==> src/rtl/serial_magnitude_comparator.sv <==
// ---------------------------------------------------------------------------
// serial_magnitude_comparator
//
// Compares two WIDTH-bit unsigned operands MSB-first, one 2-bit digit pair
// per clock, using an external combinational 2-bit comparator. The block
// presents the current digit pair on digit_a/digit_b. It consumes the
// comparator's greater/lesser/equal flags in the same cycle. The per-digit
// verdicts are reduced to one registered verdict for the whole operand.
//
// Parameters
//   WIDTH          operand width in bits; must be even and >= 2
//
// Configuration macro
//   EARLY_EXIT_EN  when defined, the scan stops on the first unequal digit.
//                  When undefined, every digit is always scanned, so latency
//                  is fixed and every digit is checked for protocol errors.
//
// Ports
//   clk           rising-edge clock
//   rst_n         asynchronous active-low reset
//   start         begin a compare (accepted only when idle)
//   op_a, op_b    operands, sampled on the accepted start
//   digit_a/_b    current 2-bit digit pair to the external comparator
//   cmp_greater   comparator flag: digit_a >  digit_b
//   cmp_lesser    comparator flag: digit_a <  digit_b
//   cmp_equal     comparator flag: digit_a == digit_b
//   busy          high while digits are being scanned
//   done          one-cycle pulse; verdict valid from this cycle on
//   a_gt_b        registered verdict A >  B
//   a_lt_b        registered verdict A <  B
//   a_eq_b        registered verdict A == B
//   protocol_err  sticky: comparator flags were not one-hot during a scan
//
// Timing
//   A start accepted at edge 0 produces done after edge WIDTH/2+1. With
//   EARLY_EXIT_EN defined, done can instead follow edge k+1, where k is the
//   first unequal digit (1-based).
// ---------------------------------------------------------------------------
module serial_magnitude_comparator #(
    parameter int WIDTH = 8
) (
    input  logic             clk,
    input  logic             rst_n,
    input  logic             start,
    input  logic [WIDTH-1:0] op_a,
    input  logic [WIDTH-1:0] op_b,
    output logic [1:0]       digit_a,
    output logic [1:0]       digit_b,
    input  logic             cmp_greater,
    input  logic             cmp_lesser,
    input  logic             cmp_equal,
    output logic             busy,
    output logic             done,
    output logic             a_gt_b,
    output logic             a_lt_b,
    output logic             a_eq_b,
    output logic             protocol_err
);

    localparam int DIGITS = WIDTH / 2;
    localparam int CNT_W  = $clog2(DIGITS + 1);
    localparam logic [CNT_W-1:0] CNT_LOAD = CNT_W'(DIGITS);
    localparam logic [CNT_W-1:0] CNT_ONE  = CNT_W'(1);

    localparam logic [1:0] S_IDLE = 2'd0;
    localparam logic [1:0] S_RUN  = 2'd1;
    localparam logic [1:0] S_DONE = 2'd2;

    logic [1:0]       state;
    logic [WIDTH-1:0] shift_a;
    logic [WIDTH-1:0] shift_b;
    logic [CNT_W-1:0] digit_cnt;
    logic             decided;     // an unequal digit has been seen
    logic             decided_gt;  // direction of that first unequal digit

    // Decoded comparator return for the current digit.
    logic digit_gt;
    logic digit_lt;
    logic flags_bad;
    logic last_digit;
    logic exit_run;

    // NOTE: every signal assigned in this block gets a default first, so no
    // path can leave a value unassigned and infer a latch.
    always_comb begin
        // Priority greater > lesser > equal. All flags zero falls through
        // to "equal", which leaves the running decision untouched.
        digit_gt   = cmp_greater;
        digit_lt   = !cmp_greater && cmp_lesser;
        flags_bad  = !(( cmp_greater && !cmp_lesser && !cmp_equal) ||
                       (!cmp_greater &&  cmp_lesser && !cmp_equal) ||
                       (!cmp_greater && !cmp_lesser &&  cmp_equal));
        last_digit = (digit_cnt == CNT_ONE);
        exit_run   = last_digit;
`ifdef EARLY_EXIT_EN
        // The first unequal digit settles the verdict, so stop scanning.
        if (!decided && (digit_gt || digit_lt)) begin
            exit_run = 1'b1;
        end
`else
        // Remaining digits are still scanned after a decision, so latency
        // stays fixed and every digit is checked for protocol errors.
`endif
    end

    assign busy    = (state == S_RUN);
    assign digit_a = (state == S_RUN) ? shift_a[WIDTH-1 -: 2] : 2'b00;
    assign digit_b = (state == S_RUN) ? shift_b[WIDTH-1 -: 2] : 2'b00;

    // NOTE: state registers use non-blocking assignments, so every register
    // in this block updates from values sampled before the clock edge.
    always_ff @(posedge clk or negedge rst_n) begin
        if (!rst_n) begin
            // NOTE: the operand shift registers are reset along with the
            // control state, so a scan aborted by reset leaves no stale
            // operand data behind.
            state        <= S_IDLE;
            shift_a      <= '0;
            shift_b      <= '0;
            digit_cnt    <= '0;
            decided      <= 1'b0;
            decided_gt   <= 1'b0;
            done         <= 1'b0;
            a_gt_b       <= 1'b0;
            a_lt_b       <= 1'b0;
            a_eq_b       <= 1'b0;
            protocol_err <= 1'b0;
        end else begin
            done <= 1'b0;

            case (state)
                S_IDLE: begin
                    if (start) begin
                        state        <= S_RUN;
                        shift_a      <= op_a;
                        shift_b      <= op_b;
                        digit_cnt    <= CNT_LOAD;
                        decided      <= 1'b0;
                        decided_gt   <= 1'b0;
                        a_gt_b       <= 1'b0;
                        a_lt_b       <= 1'b0;
                        a_eq_b       <= 1'b0;
                        protocol_err <= 1'b0;
                    end
                end

                S_RUN: begin
                    if (flags_bad) begin
                        protocol_err <= 1'b1;
                    end
                    // Only the first unequal digit counts. Later digits can
                    // never override it because the scan runs MSB-first.
                    if (!decided && (digit_gt || digit_lt)) begin
                        decided    <= 1'b1;
                        decided_gt <= digit_gt;
                    end
                    shift_a   <= shift_a << 2;
                    shift_b   <= shift_b << 2;
                    digit_cnt <= digit_cnt - CNT_ONE;
                    if (exit_run) begin
                        state <= S_DONE;
                    end
                end

                S_DONE: begin
                    // Publish the verdict together with the done pulse.
                    // An undecided scan means every digit matched.
                    done   <= 1'b1;
                    a_gt_b <= decided && decided_gt;
                    a_lt_b <= decided && !decided_gt;
                    a_eq_b <= !decided;
                    state  <= S_IDLE;
                end

                default: begin
                    state <= S_IDLE;
                end
            endcase
        end
    end

endmodule

==> config.mk <==
export PLATFORM = sky130hd
export DESIGN_NAME = serial_magnitude_comparator
export DESIGN_NICKNAME = d
export VERILOG_FILES = /design/src/rtl/serial_magnitude_comparator.sv
export SDC_FILE = /design/constraint.sdc
export NUM_CORES = 1
export LEC_CHECK = 0
export CORE_MARGIN = 1.5
export CORE_UTILIZATION = 65
export CTS_CLUSTER_DIAMETER = 100
export DETAILED_ROUTE_END_ITERATION = 6
export DONT_BUFFER_PORTS = 1
export GPL_TIMING_DRIVEN = 0
export PLACE_DENSITY = 0.91
export SLEW_MARGIN = 20
export SYNTH_ARGS = -nofsm -noshare
export SYNTH_HDL_FRONTEND = slang
export SYNTH_SLANG_ARGS = --single-unit
==> constraint.sdc <==
create_clock -name clk -period 2.2 [get_ports clk]
set_clock_uncertainty 0.2 [all_clocks]
set_input_delay 0.33 -clock clk [delete_from_list [all_inputs] [get_ports clk]]
set_output_delay 0.33 -clock clk [all_outputs]
set_load 0.03 [all_outputs]
Yosys cells after proc, flatten, opt, wreduce, memory -nomap -nowiden:

Cells that the tools add are included.

* register bits after elaboration: 28
* bits of input ports: 22
* output and inout bits: 10
* word-level logic and storage cells: 66

* add/subtract/negate cells: 1
* eq/ne operators: 7
* mux-type cells: 22
* reduce and logical (&&, ||, !) cells: 25

Operator list (number)
* 8-bit one-hot mux with 2 select lines: 2
* 8-bit 2-to-1 mux: 2
* 1-bit one-hot mux with 2 select lines: 6
* 1-bit logical AND: 9
* 2-bit 2-to-1 mux: 4
* 3-bit one-hot mux with 2 select lines: 1
* 2-bit AND reduction: 3
* 3-bit AND reduction: 2
* 1-bit logical NOT: 5
* 1-bit 2-to-1 mux: 5
* 2-bit by 1-bit != test with 1-bit output (second input constant): 2
* 2-bit != test (second input constant): 2
* 2-bit one-hot mux with 2 select lines: 1
* 2-bit nonzero test: 2
* 3-bit by 1-bit equality test with 1-bit output (second input constant): 1
* 1-bit logical OR: 3
* 3-bit 2-to-1 mux: 1
* 3-bit by 1-bit subtractor with 3-bit output (second input constant): 1
* 2-bit by 1-bit equality test with 1-bit output (second input constant): 1
* 2-bit equality test (second input constant): 1
* 2-bit logical NOT: 1

Longest topological paths before layout:

* depth after elaboration: 7
* gate-level depth with buffers: 5
* gate-level depth less buffers: 5

Worst setup path before layout:

Ideal clock, no wire load.

* kind: reg2out
* from: register state[1]
* to: output port digit_a[0]
* arrival: 1.166 ns
* required time: 1.670 ns
* slack: 0.504 ns
* stages on the path, launching flop included: 5
* buffers on the path: 1
* cell sequence: dfrtp_1 -> nand2b_4 -> inv_6 -> buf_6 -> and2_1

* cells in the longest elaborated chain, start to end: 2

Ends and longest elaborated chain
* start, declared: line 69 `logic [1:0] state;`
* start signal, assigned: line 117 `state <= S_IDLE;`
* start signal, assigned: line 134 `state <= S_RUN;`
* start signal, assigned: line 161 `state <= S_DONE;`
* 2-bit by 1-bit equality test with 1-bit output
* named net busy: line 52 `output logic busy,`
* 2-bit 2-to-1 mux: line 107 `assign digit_a = (state == S_RUN) ? shift_a[WIDTH-1 -: 2] : 2'b00;`
* end, declared: line 47 `output logic [1:0] digit_a,`

The timed path passes the listed nets, and every way through them passes these cells.

Worst setup path after layout:

* from: register state[1]
* to: output port digit_b[1]

* cells in the longest elaborated chain, start to end: 2

Ends and longest elaborated chain
* 2-bit by 1-bit equality test with 1-bit output
* named net busy: line 52
* 2-bit 2-to-1 mux: line 108 `assign digit_b = (state == S_RUN) ? shift_b[WIDTH-1 -: 2] : 2'b00;`
* end, declared: line 48 `output logic [1:0] digit_b,`

The timed path passes the listed nets, and every way through them passes these cells.

==> summary.md <==
| Metric | Value |
|---|---|
| Vias | 904 |
| Peak supply drop | 0.903 mV |
| Largest net degree at the start of global routing | 29 |
| EDFF count, synth | 0 |
| Area leader, netlist | dfrtp_1 |
| IO Count | 32 |
| LEAKAGE | 0.676 nW |
| Max-slew headroom | 0.674 |
| Antenna violations before repair | 0 |
| R2R Path Start | state[0] |
| Cell variety after synth | 21 |
| Simple-gate portion of the synthesized area | 0.140 |
| Register bit total from synthesis | 28 |
| Critical Path AT | 1560 ps |
| Syn-to-layout area delta | 12.8% |
| Hold depth | 2 |
| Top post-synthesis cells by area | dfrtp_1 (55%), mux2i_1 (9.5%), o21ai_0 (9.1%) |
| Post-Synth Adder-Cell Area | 0.0197 |
| Die H | 47.2 um |
| Largest family of logic cells by synthesized area | simple AND/OR/NAND/NOR gates |
| Total grt overflow | 0 |
| R2R cell count | 3 |
| Hold Crit Class | input port to flop |
| TritonCTS clock tree | done |
| Inserted Clock Buffers | 3 |
| Sequential cell area fraction in the yosys report | 0.552 |
| WL final | 2.52 mm |
| DR DRC count | 0 |
| Setup TNS | 0 ps |
| Most frequent cells after synthesis | dfrtp_1 (28), o21ai_0 (23), nand2_1 (17) |
| Status | finished, final reports clean |
| Layout Utilization | 0.804 |
| Row cnt | 15 |
| Clock Tree Buf Depth | 2 |
| Worst path slowest cell | dfrtp_1 |
| Routed WL per cell | 16.3 um |
| Iteration-0 DRC Markers | 18 |
| Antenna Cells | 0 |
| Starting Density | 0.712 |
| Post-synthesis async set-or-reset flop share | 1.00 |
| Number of fill cells | 116 |
| DP HPWL | 1.72 mm |
| Root buffer cell | clkbuf_4 |
| Global-route wire length before repair | 3.86 mm |
| Core ar. | 1780 sq um |
| Min Tclk post-route | 2090 ps |
| Worst-Skew Late Latency | 320 ps |
| Slew Viols, Final | 0 |
| Total chip power | 2.05 mW |
| Synth Flop Type | dfrtp_1 |
| Cells after synthesis | 117 |
| Top-count cell post-synth | dfrtp_1 |
| Port Buffers | 0 |
| Layout cells sized above 1 | 0.124 |
| Synth warn | 0 |
| DIE WIDTH | 47.2 um |
| CP required | 1670 ps |
| Mapped Area | 1270 sq um |
| Hold Path End | shift_a[5] |
| Final hold vios | 0 |
| Pwr/cell area | 1430 nW/um^2 |
| Nature of the critical path startpoint | flop |
| CP max stage delay | 450 ps |
| Worst Min Path Start | op_a[5] |
| Total track usage | 0.261 |
| Post-CTS Setup Bufs | 0 |
| Mux share of post-synthesis cell area | 0.0946 |
| Max cap viols | 0 |
| CP endpoint kind | output pin |
| Final Cycle Share | 0.948 |
| Max Fclk | 0.479 GHz |
| Clock transition at path regs | 140 ps |
| Final #Nets | 154 |
| Reg2reg end | decided_gt |
| Avg Cell Area, Syn | 10.9 sq um |
| Drt first pass iters | 4 |
| DIE AREA | 2230 sq um |
| Worst-path maximum fanout | 10 |
| GP Congestion | 0.726 |
| Vias in the first global route | 868 |
| # setup viols final | 0 |
| TritonCTS Sinks | 28 |
| Compound-Gate Fraction of Synth Area | 0.139 |
| Yosys top cell area share | 0.552 |
| CTS H-tree depth | 1 |
| Post-Synth XOR/XNOR Area | 0.00690 |
| Routed Antenna Nets | 0 |
| Mean number of vias per cell | 5.87 |
| Cell Chain, Critical Path | nand2b_4 > inv_6 > buf_6 > and2_2 |
| Unrepaired setup endpoints after global routing | false |
| Flop-to-flop setup slack | 620 ps |
| Synthesized net count | 141 |
| Worst-margin pin slew | 487 ps |
| Worst setup path category | flop to output pin |
-- metal layers --
layer | routed length [um] | global-route usage
met5 | 0 | 0
met4 | 44 | 0.133
met3 | 118 | 0.0731
met2 | 1320 | 0.427
met1 | 1040 | 0.315
-- report_power, final --
group	internal (mW)	switching (mW)
logic	0.353	0.503
registers	0.728	0.219
clock network	0.101	0.144
total	1.18	0.866
-- flip-flops by register name (all words and copies together), names as in the netlist --
signal and flops:
shift_a 8, a_gt_b 1, a_lt_b 1, decided_gt 1, a_eq_b 1, digit_cnt 3, shift_b 8, done 1
state 2, decided 1, protocol_err 1
-- logic make-up (layout without fill, tap and decap cells) --
family	after synthesis	after routing
adder cells (fa/ha/maj)	2	2
multiplexers	12	12
AO/OA/AOI/OAI	30	30
buffers and inverters	10	22
XOR/XNOR	1	1
flip-flops	28	28
AND/OR/NAND/NOR	34	34
-- repair_timing --
item / CTS / global route
gates resized for setup: 0 / 4
endpoints found under the setup margin: 0 / 4
endpoints found under the hold margin: 34 / 0
hold buffers: 8 / 0
-- cells in the final DEF (no fill, tap or decap), types with 2 or more instances in the layout --
cell,synthesis,layout
nand2b_1,2,2
nor3b_1,2,2
dfrtp_1,28,28
clkbuf_4,0,3
ha_1,2,2
and2_2,0,4
dlygate4sd3_1,0,7
a22o_1,5,5
buf_6,2,2
o21ai_0,23,23
buf_2,3,3
nand3_1,4,4
nand2_1,17,17
mux2i_1,12,12
inv_1,4,4
-- worst max-delay path by stage --
stage	from	endpoint	slack, ps	cells past startpoint
global route	state[1]	digit_a[1]	20	4
detailed placement	state[1]	digit_b[0]	410	4
global placement	state[1]	digit_b[1]	420	4
finish	state[1]	digit_b[1]	110	4
floorplan	state[1]	digit_a[0]	500	4
CTS	state[1]	digit_b[0]	40	4
-- critical path: cells and delay by family, from the launching register on --
family	cells	cell delay [ps]
DFF	1	450
buffers and inverters	2	320
and+or+nand+nor	2	460
-- per-stage QoR --
step           cell area [sq um]  worst slack [ps]  instances  hold WS [ps]
3_5_place_dp                1300               414        142          -165
2_1_floorplan               1270               504        117          -166
6_report                    1430               114        154          2.13
4_1_cts                     1430              38.7        154         0.433
3_3_place_gp                1300               423        142          -165
5_1_grt                     1430              23.1        154          7.14
-- area by class of cell --
type | instances | area, sq um | share of cell area
sequential | 28 | 701 | 0.489
buffer | 5 | 37.5 | 0.0262
timing repair buffer | 8 | 90.1 | 0.0629
multi-input combinational | 79 | 513 | 0.358
inverter | 5 | 23.8 | 0.0166
clock buffer | 4 | 36.3 | 0.0253
tap | 25 | 31.3 | 0.0218
No activity file was read; power rests on OpenSTA's default activity.
